<file path="config.mk">
export PLATFORM = sky130hd
export DESIGN_NAME = pipe_stage_skid
export DESIGN_NICKNAME = d
export VERILOG_FILES = /design/src/rtl/pipe_pkg.sv /design/src/rtl/sat_counter.sv /design/src/rtl/pipe_stage_skid.sv
export SDC_FILE = /design/constraint.sdc
export NUM_CORES = 1
export LEC_CHECK = 0
export CAP_MARGIN = 40
export CORE_AREA = 2 2 119 121
export CTS_CLUSTER_SIZE = 16
export DETAILED_ROUTE_END_ITERATION = 7
export DIE_AREA = 0 0 121 123
export PLACE_DENSITY = 0.88
export SYNTH_ARGS = -nofsm -noshare
export SYNTH_HDL_FRONTEND = slang
export SYNTH_HIERARCHICAL = 1
export SYNTH_SLANG_ARGS = --single-unit
</file>
<file path="constraint.sdc">
create_clock -name clk -period 2.5 [get_ports clk]
set_clock_uncertainty 0.05 [all_clocks]
set_input_delay 0.375 -clock clk [delete_from_list [all_inputs] [get_ports clk]]
set_output_delay 0.375 -clock clk [all_outputs]
set_load 0.01 [all_outputs]
</file>
<file path="src/rtl/pipe_pkg.sv">
// rtl/pipe_pkg.sv - shared types and constants for pipeline stage registers
package pipe_pkg;

    typedef enum logic [1:0] {
        EMPTY = 2'd0,
        FULL  = 2'd1,
        SKID  = 2'd2
    } pipe_state_t;

    // Counters slice their saturation value out of this, so CNT_W is limited to 64.
    localparam logic [63:0] SAT_ALL_ONES = '1;

endpackage

</file>
<file path="src/rtl/sat_counter.sv">
// rtl/sat_counter.sv - saturating up-counter with clear priority over increment
module sat_counter
    import pipe_pkg::*;
#(
    parameter int CNT_W = 16
) (
    input  logic             clk,
    input  logic             global_rst_n,
    input  logic             inc,
    input  logic             clr,
    output logic [CNT_W-1:0] count
);

    localparam logic [CNT_W-1:0] SAT_VAL = SAT_ALL_ONES[CNT_W-1:0];

    logic [CNT_W-1:0] count_q;
    logic [CNT_W-1:0] count_d;

    always_comb begin
        count_d = count_q;
        if (clr) begin
            count_d = '0;
        end else if (inc && (count_q != SAT_VAL)) begin
            count_d = count_q + 1'b1;
        end
    end

    always_ff @(posedge clk or negedge global_rst_n) begin
        if (!global_rst_n) begin
            count_q <= '0;
        end else begin
            count_q <= count_d;
        end
    end

    assign count = count_q;

endmodule

</file>
<file path="src/rtl/pipe_stage_skid.sv">
// rtl/pipe_stage_skid.sv - stage register with one-entry skid, flush and side-effect masking
module pipe_stage_skid
    import pipe_pkg::*;
#(
    parameter int DATA_W = 64,
    parameter int SE_W   = 2,
    parameter int CNT_W  = 16
) (
    input  logic              clk,
    input  logic              global_rst_n,
    input  logic              flush,
    input  logic              in_valid,
    output logic              in_ready,
    input  logic [DATA_W-1:0] in_data,
    input  logic [SE_W-1:0]   in_se,
    output logic              out_valid,
    input  logic              out_ready,
    output logic [DATA_W-1:0] out_data,
    output logic [SE_W-1:0]   out_se,
    output logic [CNT_W-1:0]  stall_cnt,
    input  logic              cnt_clr
);

    pipe_state_t       state_q, state_d;
    logic              in_ready_q;
    logic [DATA_W-1:0] main_data_q, main_data_d;
    logic [SE_W-1:0]   main_se_q, main_se_d;
    logic [DATA_W-1:0] skid_data_q, skid_data_d;
    logic [SE_W-1:0]   skid_se_q, skid_se_d;
    logic              in_xfer;
    logic              out_xfer;

    assign out_valid = (state_q != EMPTY);
    assign in_xfer   = in_valid && in_ready_q;
    assign out_xfer  = out_valid && out_ready;

    always_comb begin
        state_d     = state_q;
        main_data_d = main_data_q;
        main_se_d   = main_se_q;
        skid_data_d = skid_data_q;
        skid_se_d   = skid_se_q;
        // Flush only clears occupancy; payload registers keep their contents.
        if (flush) begin
            state_d = EMPTY;
        end else begin
            case (state_q)
                EMPTY: begin
                    if (in_xfer) begin
                        state_d     = FULL;
                        main_data_d = in_data;
                        main_se_d   = in_se;
                    end
                end
                FULL: begin
                    if (in_xfer && out_xfer) begin
                        main_data_d = in_data;
                        main_se_d   = in_se;
                    end else if (in_xfer) begin
                        state_d     = SKID;
                        skid_data_d = in_data;
                        skid_se_d   = in_se;
                    end else if (out_xfer) begin
                        state_d = EMPTY;
                    end
                end
                SKID: begin
                    if (out_xfer) begin
                        state_d     = FULL;
                        main_data_d = skid_data_q;
                        main_se_d   = skid_se_q;
                    end
                end
                default: state_d = EMPTY;
            endcase
        end
    end

    always_ff @(posedge clk or negedge global_rst_n) begin
        if (!global_rst_n) begin
            state_q     <= EMPTY;
            in_ready_q  <= 1'b1;
            main_data_q <= '0;
            main_se_q   <= '0;
            skid_data_q <= '0;
            skid_se_q   <= '0;
        end else begin
            state_q     <= state_d;
            in_ready_q  <= (state_d != SKID);
            main_data_q <= main_data_d;
            main_se_q   <= main_se_d;
            skid_data_q <= skid_data_d;
            skid_se_q   <= skid_se_d;
        end
    end

    assign in_ready = in_ready_q;
    assign out_data = main_data_q;
    assign out_se   = main_se_q & {SE_W{out_valid}};

    sat_counter #(
        .CNT_W(CNT_W)
    ) u_stall_cnt (
        .clk         (clk),
        .global_rst_n(global_rst_n),
        .inc         (out_valid && !out_ready),
        .clr         (cnt_clr),
        .count       (stall_cnt)
    );

endmodule

</file>
# Word-level counts from Yosys, hierarchy flattened
# Index checks and enable logic that the tools add are counted.
[word_totals]
regBits = 151
wordCells = 47
output_inout_bits = 84
[classes]
n_addsub = 1
bitwise = 3
n_mux = 17
n_reduce_logical = 12
eq_ne = 7
[ops]
columns = ["operator", "n"]
rows = [
  ["$mux W64", 3],
  ["$pmux W64 S3", 1],
  ["$mux W16", 2],
  ["$mux W2", 9],
  ["$add A16 B1 Y16 const B", 1],
  ["$ne A16 B16 Y1 const B", 1],
  ["$pmux W2 S3", 2],
  ["$ne A2 B2 Y1 const B", 4],
  ["$logic_and A1 B1 Y1", 5],
  ["$reduce_and A5 Y1", 1],
  ["$reduce_and A4 Y1", 1],
  ["$reduce_bool A2 Y1", 2],
  ["$reduce_bool A3 Y1", 1],
  ["$and A2 B2 Y2", 1],
  ["$eq A2 B1 Y1 const B", 1],
  ["$eq A2 B2 Y1 const B", 1],
  ["$logic_not A2 Y1", 1],
  ["$not A1 Y1", 2],
  ["$logic_not A1 Y1", 1],
]

# Logic depth before layout (Yosys ltp)
# Gate-level depths: netlist (run 1).
[logic_depth]
word_depth = 8
depth_mapped = 7
mapped_depth_nobuf = 5

# Cells and area by module
# The synthesis (run 1) kept the hierarchy.
[by_module_without_submodules]
columns = ["mod", "area_each_um2", "n_inst", "seq_area_each_um2", "cells_each"]
rows = [
  ["pipe_stage_skid", 5705.5, 1, 3379.5, 447],
  ["sat_counter", 942.2, 1, 400.4, 98],
]

# Worst setup path before layout (run 1)
# OpenSTA, ideal clock, no wires.
[synth_path]
kind = "reg2reg"
startpoint = "reg u_stall_cnt.count_q[0] (netlist: u_stall_cnt/count[0])"
endpoint = "reg u_stall_cnt.count_q[15] (netlist: u_stall_cnt/count[15])"
arrival_time_ps = 1670
setup_time_ps = 128
path_slack_ps = 652
synth_period_minus_slack_ps = 1848
stages_incl_launch_ff = 6
path_cell_list = "dfrtp_1 -> ha_1 -> nand4_2 -> nor4_4 -> nor4_1 -> mux2_1"
[synth_via]
elab_chain_cells = 3
[synth_lines]
columns = ["element", "line", "text"]
rows = [
  ["from (decl)", "sat_counter.sv:16", "logic [CNT_W-1:0] count_q;"],
  ["from (signal assigned)", "sat_counter.sv:32", "count_q <= count_d;"],
  ["$add A16 B1 Y16 or $ne A16 B16 Y1 (tied branches)", "sat_counter.sv:24, sat_counter.sv:23", ""],
  ["$mux W16 or $logic_and A1 B1 Y1 (tied branches)", "sat_counter.sv:23", "end else if (inc && (count_q != SAT_VAL)) begin"],
  ["$mux W16 or $reduce_bool A2 Y1 (tied branches)", "n/a", ""],
]
# Several ways; a longest one is shown, not always the timed one. The select of a mux whose other input is x is not followed.
# A chain may end at the register's enable or synchronous reset.

# Final worst setup path (run 1)
[layout_path]
startpoint = "reg state_q[0]"
endpoint = "reg u_stall_cnt.count_q[2] (netlist: u_stall_cnt/count[2])"
[layout_via]
elab_chain_cells = 4
[layout_lines]
columns = ["element", "line", "text"]
rows = [
  ["from (decl)", "pipe_stage_skid.sv:24", "pipe_state_t state_q, state_d;"],
  ["from (signal assigned)", "pipe_stage_skid.sv:88", "state_q <= state_d;"],
  ["$reduce_bool A2 Y1", "pipe_stage_skid.sv:33", "assign out_valid = (state_q != EMPTY);"],
  ["$logic_and A1 B1 Y1", "pipe_stage_skid.sv:106", ".inc (out_valid && !out_ready),"],
  ["$logic_and A1 B1 Y1", "sat_counter.sv:23", ""],
  ["$reduce_bool A2 Y1 (no line)", "n/a", ""],
]
# Every way passes these cells.

==> metrics, run 1 <==
area of placed instances=8360 um2; Tightest Pin Transition=0.771 ns; outcome=finished, final reports clean; Floorplan Core Area=around 14000 um2; Post-CTS Setup Bufs=0; final cell utilization of the core=between 60% and 70%; Gate Count Post-Synth=about 550; via-per-instance ratio=about 5.4; clock tree from TritonCTS=built; Routed Antenna Nets=0; H-tree levels=4; Ys Warns=6; cell at the root of the clock tree=sky130_fd_sc_hd__clkbuf_16; setup violation total in the final timing report=0; Skew-Pair Late Insertion Delay=0.42 ns; timing-limited maximum frequency=440 MHz; total clock sinks=roughly 150; initial detailed-routing violation count=about 290; non-filler instance count after layout=about 900; least setup slack across all paths after layout=~0.23 ns; minimum clock period after layout=approximately 2.3 ns; total length of routed wires=15.0 mm; Starting Density=roughly half; die width=between 100 and 150 um; pin count of the biggest net entering global routing=between 60 and 70; worst slew slack as a fraction of its limit=between 40% and 50%; clock-pin transition on the worst setup and hold timing paths=around 0.060 ns; sum of overflow across all layers after global routing=0; Mean Syn Cell Area=~12 um2; max-cap violation count=0; portion of the clock cycle consumed by the worst path in the final layout=about nine tenths; startpoint type of the worst setup path=flop; cell area after synthesis=between 6000 and 7000 um2; register bit count reported by yosys=around 150; post-place setup slack=approximately 0.035 ns; destination of the worst register-to-register timing path=u_stall_cnt/count[2]$_DFFE_PN0P_; Pwr per Cell Area=between 800 and 900 nW/um2; Total Nets Final=slightly below 800; Hold Vio Cnt, Final=0; number of nets in the synthesized netlist=approximately 620; sequential element share of the synthesized area=~57%; distinct cell type count of the synthesized netlist=39; most common cell after layout, fill and taps aside=sky130_fd_sc_hd__clkdlybuf4s50_1; area delta synth->final=35.9%; height of the die=~120 um; maximum fanout along the worst path=19; number of antenna violations at the first check in global routing=0; path class of the lowest-slack min-delay path=in2async; Detail Placement HPWL=10.0 mm; summed negative setup slack over all endpoints=0 ns; number of vias after detailed routing=about 4800; critical path start-end classification=reg2reg; total instance count after detailed placement=858; cts bufs inserted=17; number of design rule violations left after detail routing=0; launching point of the worst reg2reg path=state_q[0]$_DFF_PN0_; total non-filler cell area in the finished layout=approximately 9000 um2; count of buffers from port buffering=155; routed len/inst=between 15 and 20 um; std cell rows=43; GRT Util Overall=between 20% and 30%; share of layout cells above drive strength 1=roughly 17%; via count of the first global-routing pass=5114; Worst Path Arrival=roughly 2.6 ns; floorplan die area=between 10000 and 15000 um2; Final Max Slew Viols=0; category of the worst setup path capture point=flop; Antenna diodes=0; GP Congestion=0.781; maximum vdd drop=between 500 and 600 uV; Worst Path Required=between 2 and 3 ns; I/O pin total=156; logic depth of the worst register-to-register path=5; Static Leakage=between 0.003 and 0.004 uW; RSZ-0062 raised after global routing=false; first drt pass iteration count=4; reg-to-reg slack, setup=roughly 0.23 ns; Longest Clk Path Bufs=2; wire length of the first global-routing pass=between 20 and 30 mm; top library cells by usage in the layout, fill and taps aside=154 x sky130_fd_sc_hd__clkdlybuf4s50_1, 150 x sky130_fd_sc_hd__dfrtp_1, 73 x sky130_fd_sc_hd__nand2_1, 69 x sky130_fd_sc_hd__o21ai_1, 67 x sky130_fd_sc_hd__mux2i_1
critical path, cell delays in order (launching register included):
cell and delay [ns]:
sky130_fd_sc_hd__dfrtp_1 0.47, sky130_fd_sc_hd__nor2_1 0.14, sky130_fd_sc_hd__nor2_1 0.31, sky130_fd_sc_hd__inv_1 0.32, sky130_fd_sc_hd__or4_2 0.70, sky130_fd_sc_hd__a21oi_1 0.18
flip-flops by register name, indices dropped and copies added (netlist names):
signal / count
u_stall_cnt/count: 16
main_se_q: 2
in_ready: 1
skid_data_q: 64
state_q: 2
skid_se_q: 2
out_data: 64
per-stage QoR:
stage | power, uW | hold slack (ns)
6_report | 7540 | 0.425
5_1_grt | 7910 | 0.465
4_1_cts | 7620 | 0.440
3_5_place_dp | 4740 | 0.321
3_3_place_gp | 4620 | 0.312
2_1_floorplan | 3940 | 0.0294
worst max-delay path by stage:
stage	startpoint	end	slack [ns]	cells past startpoint
floorplan	u_stall_cnt/count[0]$_DFFE_PN0P_	u_stall_cnt/count[15]$_DFFE_PN0P_	0.65	5
global route	state_q[0]$_DFF_PN0_	u_stall_cnt/count[2]$_DFFE_PN0P_	0.04	5
detailed placement	out_ready	u_stall_cnt/count[3]$_DFFE_PN0P_	0.03	5
global placement	out_ready	u_stall_cnt/count[3]$_DFFE_PN0P_	0.08	5
finish	state_q[0]$_DFF_PN0_	u_stall_cnt/count[2]$_DFFE_PN0P_	0.23	5
CTS	state_q[0]$_DFF_PN0_	u_stall_cnt/count[3]$_DFFE_PN0P_	0.21	5
synth_stat cells:
master | count | share of area, %
sky130_fd_sc_hd__dfrtp_1 | 150 | 56
sky130_fd_sc_hd__nand2_1 | 73 | 4.1
sky130_fd_sc_hd__o21ai_1 | 69 | 5.2
sky130_fd_sc_hd__mux2i_1 | 67 | 10
sky130_fd_sc_hd__mux2_2 | 66 | 11
sky130_fd_sc_hd__a21oi_1 | 13 | 0.98
sky130_fd_sc_hd__buf_2 | 12 | 0.90
sky130_fd_sc_hd__buf_6 | 11 | 1.9
sky130_fd_sc_hd__clkbuf_1 | 9 | 0.51
sky130_fd_sc_hd__nor2_1 | 7 | 0.40
sky130_fd_sc_hd__nor2b_1 | 7 | 0.66
sky130_fd_sc_hd__o31ai_1 | 7 | 0.79
sky130_fd_sc_hd__nand4_1 | 6 | 0.56
sky130_fd_sc_hd__inv_1 | 5 | 0.28
sky130_fd_sc_hd__or4_1 | 5 | 0.56
sky130_fd_sc_hd__mux2_1 | 4 | 0.68
sky130_fd_sc_hd__nor4_1 | 4 | 0.38
sky130_fd_sc_hd__nand3_1 | 3 | 0.23
sky130_fd_sc_hd__or3_1 | 3 | 0.28
sky130_fd_sc_hd__and3_1 | 2 | 0.19
sky130_fd_sc_hd__and4_2 | 2 | 0.30
sky130_fd_sc_hd__buf_4 | 2 | 0.23
sky130_fd_sc_hd__or4_2 | 2 | 0.26
sky130_fd_sc_hd__a211oi_2 | 1 | 0.19
sky130_fd_sc_hd__and3b_1 | 1 | 0.13
sky130_fd_sc_hd__dfstp_2 | 1 | 0.40
sky130_fd_sc_hd__ha_1 | 1 | 0.19
sky130_fd_sc_hd__nand3b_1 | 1 | 0.11
sky130_fd_sc_hd__nand3b_2 | 1 | 0.17
sky130_fd_sc_hd__nand4_2 | 1 | 0.19
sky130_fd_sc_hd__nand4bb_1 | 1 | 0.17
sky130_fd_sc_hd__nor2b_2 | 1 | 0.13
sky130_fd_sc_hd__nor3_1 | 1 | 0.075
sky130_fd_sc_hd__nor4_4 | 1 | 0.32
sky130_fd_sc_hd__o211ai_2 | 1 | 0.19
sky130_fd_sc_hd__o21ai_0 | 1 | 0.075
sky130_fd_sc_hd__o22a_1 | 1 | 0.13
sky130_fd_sc_hd__o41a_4 | 1 | 0.32
sky130_fd_sc_hd__or3_2 | 1 | 0.11
cell families after synthesis:
logic type | synth area share (%)
and+or+nand+nor | 9.35
muxes | 21.9
AOI/OAI and AO/OA | 7.87
buffers and inverters | 3.78
adders and majority gates | 0.188
DFF | 56.9
routing by layer:
metal | up-vias | track usage, % | wire, um
li1 | 2247 | - | -
met1 | 2410 | 26.1 | 6320
met2 | 133 | 36.4 | 7600
met3 | 24 | 5.86 | 843
met4 | 0 | 8.87 | 269
met5 | - | 0 | 0
area by class of cell:
cell class	instances	area (um2)
Tap cell	180	225
Timing Repair Buffer	168	1720
Inverter	5	18.8
Clock inverter	14	230
Multi-Input combinational cell	355	2630
Fill cell	995	4580
Sequential cell	151	3780
Clock buffer	18	429
power by group:
part	total, uW	switching, uW	internal [uW]	leakage, uW
Combinational	1400	563	841	0.00159
Clock	2850	989	1860	0.000323
Sequential	3280	299	2980	0.00189
Total	7540	1850	5690	0.00380
timing repair:
action	CTS	global route
gates resized for setup	0	0
hold buffers	1	0
endpoints found under the hold margin	50	0
Power figures use the tool's default switching activity.
==> inputs of run 2 (changes only) <==
Settings changed: ABC_AREA set to 1, CORE_AREA 2 2 119 121 to 2 2 161 163, DIE_AREA 0 0 121 123 to 0 0 163 165, PLACE_DENSITY 0.88 to 0.6.
==> run 2 against run 1 <==
Worst hold slack lost 0.034 ns. Wire length grew 41%. Die area grew 81%. Non-clock buffer count grew 4. Critical path type is now reg2out. Clock-buffer cell count shrank 1. Via count grew 39%. Combinational power grew 24%.
==> metrics, run 2 <==
Critical Path End=out_se[1]; sum of overflow across all layers after global routing=0 (unchanged); Buf/Inv on CP=1 (unchanged); number of vias after detailed routing=6704 (+39%); Critical-path top delay cell=sky130_fd_sc_hd__clkdlybuf4s50_1; biggest area consumer among synthesized cells=sky130_fd_sc_hd__dfrtp_1; Longest Clk Path Bufs=2 (unchanged); die width=163 um (+35%); Ys Warns=6 (unchanged); most repeated cell in the gate-level netlist after synthesis=sky130_fd_sc_hd__nand2_1; number of cells on the critical path=3 (-2); area delta synth->final=31.8%; summed negative setup slack over all endpoints=0 ns (unchanged); least setup slack across all paths after layout=0.289 ns (+0.0621 ns); register bit count reported by yosys=151 (unchanged); share of layout cells above drive strength 1=6.23% (-11 points); Starting Density=29.9% (-19 points); wire length of the first global-routing pass=34.7 mm (+38%); clock-pin transition on the worst setup and hold timing paths=0.07 ns (about the same); count of buffers from port buffering=155 (unchanged); GRT Util Overall=16.3% (-5.2 points); initial detailed-routing violation count=350 (+22%); number of antenna violations at the first check in global routing=0 (unchanged); most common cell after layout, fill and taps aside=sky130_fd_sc_hd__nand2_1; Total Nets Final=1167 (+51%); Detail Placement HPWL=13.1 mm (+30%); Static Leakage=0.00497 uW (+31%); floorplan die area=26900 um2 (+81%); Resized Gates After CTS=0 (unchanged); I/O pin total=156 (unchanged); cell area after synthesis=7480 um2 (+12%); number of flops mapped to enable cells by yosys=0 (unchanged); portion of the clock cycle consumed by the worst path in the final layout=88.4% (-2.5 points); setup violation total in the final timing report=0 (unchanged); path class of the lowest-slack min-delay path=in2async; top library cells by usage in the layout, fill and taps aside=390 x sky130_fd_sc_hd__nand2_1, 154 x sky130_fd_sc_hd__clkdlybuf4s50_1, 149 x sky130_fd_sc_hd__dfrtp_1, 85 x sky130_fd_sc_hd__inv_1, 80 x sky130_fd_sc_hd__nand3_1; Post-CTS Setup Bufs=0 (unchanged); number of design rule violations left after detail routing=0 (unchanged); asr flop ratio synth=100% (unchanged); hold bufs inserted after CTS=1 (unchanged); routed len/inst=14.7 um (-13%); Floorplan Core Area=25000 um2 (+84%); outcome=finished, final reports clean; first element of the critical path=state_q[1]$_DFF_PN0_; crit path cell chain=nor2_2 > nor2_1 > clkdlybuf4s50_1; Hold Vio Cnt, Final=0 (unchanged); final cell utilization of the core=39.4% (-27 points); cts bufs inserted=17 (unchanged); RSZ-0062 raised after global routing=false; Tightest Pin Transition=0.736 ns (-0.0352 ns); area fraction of the dominant cell type after synthesis=50.2% (-6.3 points); max-cap violation count=0 (unchanged); post-place setup slack=0.255 ns (+0.221 ns); pin count of the biggest net entering global routing=85 (+25%); std cell rows=58 (+35%); launching point of the worst reg2reg path=state_q[1]$_DFF_PN0_; clock tree from TritonCTS=built; Pwr per Cell Area=770 nW/um2 (-7.8%); Mean Syn Cell Area=7.71 um2 (-37%); logic depth of the worst register-to-register path=7 (+2); Gate Count Post-Synth=970 (+78%); worst slew slack as a fraction of its limit=50.9% (+2.5 points); startpoint type of the worst setup path=flop; reg-to-reg slack, setup=0.52 ns (+0.29 ns); Final Max Slew Viols=0 (unchanged); first drt pass iteration count=4 (unchanged); distinct cell type count of the synthesized netlist=30 (-23%); maximum fanout along the worst path=5 (-14); destination of the worst register-to-register timing path=out_data[9]$_DFFE_PN0P_; total length of routed wires=21.1 mm (+41%); Skew-Pair Late Insertion Delay=0.42 ns (about the same); Routed Antenna Nets=0 (unchanged); dominant synthesized flop cell=sky130_fd_sc_hd__dfrtp_1; number of nets in the synthesized netlist=1043 (+69%); timing-limited maximum frequency=452 MHz (+2.8%); GP Congestion=0.838 (+7.3%); total clock sinks=151 (unchanged); max incr delay on CP=0.51 ns (-0.19 ns); maximum vdd drop=334 uV (-40%); Worst Path Arrival=1.79 ns (-0.76 ns); via-per-instance ratio=4.67 (-14%); via count of the first global-routing pass=6620 (+29%); most common library cells after synthesis=391 x sky130_fd_sc_hd__nand2_1, 150 x sky130_fd_sc_hd__dfrtp_1, 85 x sky130_fd_sc_hd__inv_1, 80 x sky130_fd_sc_hd__nand3_1, 76 x sky130_fd_sc_hd__nand4_1; cell at the root of the clock tree=sky130_fd_sc_hd__clkbuf_16; Worst Path Required=2.08 ns (-0.70 ns); category of the worst setup path capture point=output port; critical path start-end classification=reg2out; top cells by area in the synthesized netlist=sky130_fd_sc_hd__dfrtp_1 50%, sky130_fd_sc_hd__nand2_1 20%, sky130_fd_sc_hd__nand4_1 6.4%, sky130_fd_sc_hd__nand3_1 5.4%, sky130_fd_sc_hd__o21ai_1 4.4%; sequential element share of the synthesized area=50.5% (-6.3 points); Antenna diodes=0 (unchanged); height of the die=165 um (+34%); top cell family by delay on the critical path=buffers and inverters; H-tree levels=4 (unchanged); minimum clock period after layout=2.21 ns (-0.0621 ns)
==> run 2: cell count changes after synthesis, sizes merged, moves of 8 or more <==
cell / delta
a21oi: -11
buf: +27
inv: +83
mux2: -70
mux2i: -67
nand2: +324
nand3: +78
nand4: +69
nor2: +19
nor2b: -8
==> run 2: worst min path at each step <==
stage / depth (start not counted) / endpoint / slack (ns) / start
floorplan: 0 / main_se_q[0]$_DFFE_PN0P_ / 0.03 / global_rst_n
global placement: 1 / u_stall_cnt/count[9]$_DFFE_PN0P_ / 0.29 / global_rst_n
detailed placement: 1 / u_stall_cnt/count[15]$_DFFE_PN0P_ / 0.30 / global_rst_n
CTS: 2 / u_stall_cnt/count[15]$_DFFE_PN0P_ / 0.40 / global_rst_n
global route: 2 / u_stall_cnt/count[9]$_DFFE_PN0P_ / 0.44 / global_rst_n
finish: 2 / u_stall_cnt/count[13]$_DFFE_PN0P_ / 0.39 / global_rst_n
==> run 2: routing by layer <==
layer	vias up	share of wire [%]	GRT usage, %
met4	0	1.2	4.67
met3	17	5.7	3.52
met1	3139	47	22.2
met5	-	0	0
met2	187	46	26.1
li1	3361	-	-
==> run 2: final cells by class <==
| class | instances | area (um2) |
|---|---|---|
| tap | 330 | 413 |
| clock buffer | 17 | 425 |
| clock inverter | 15 | 145 |
| fill | 2552 | 15200 |
| sequential | 151 | 3780 |
| timing repair buffer | 172 | 1760 |
| inverter | 88 | 333 |
| multi-input combinational | 664 | 3000 |
==> run 2: kinds of logic (layout without fill, tap and decap cells) <==
group / Yosys count / count (layout) / share of synthesized area, %
XOR/XNOR: 6 / 6 / 0.703
flip-flops: 151 / 151 / 50.5
AO/OA/AOI/OAI: 75 / 75 / 5.24
buffers and inverters: 155 / 292 / 9.49
adder cells (fa/ha/maj): 1 / 1 / 0.167
AND/OR/NAND/NOR: 582 / 582 / 33.9
==> run 2: power by group <==
group	internal [uW]	switching (uW)	total [uW]
clock network	1390	1150	2550
registers	3000	308	3310
logic	850	879	1730
==> run 2: metrics by stage <==
step,cell area (um2),std cells,power (uW),hold slack (ns)
final,9860,1437,7590,0.391
after detailed placement,9280,1404,5110,0.297
after floorplan,7480,970,4180,0.0294
after global routing,9860,1437,8040,0.437
after CTS,9860,1437,7680,0.397
after global placement,9280,1404,5060,0.293
==> inputs of run 3 (changes only) <==
Settings changed: CAP_MARGIN 40 to 10.
==> results of run 3 <==
The final DEF is identical to that of run 2; final timing and power are the same.
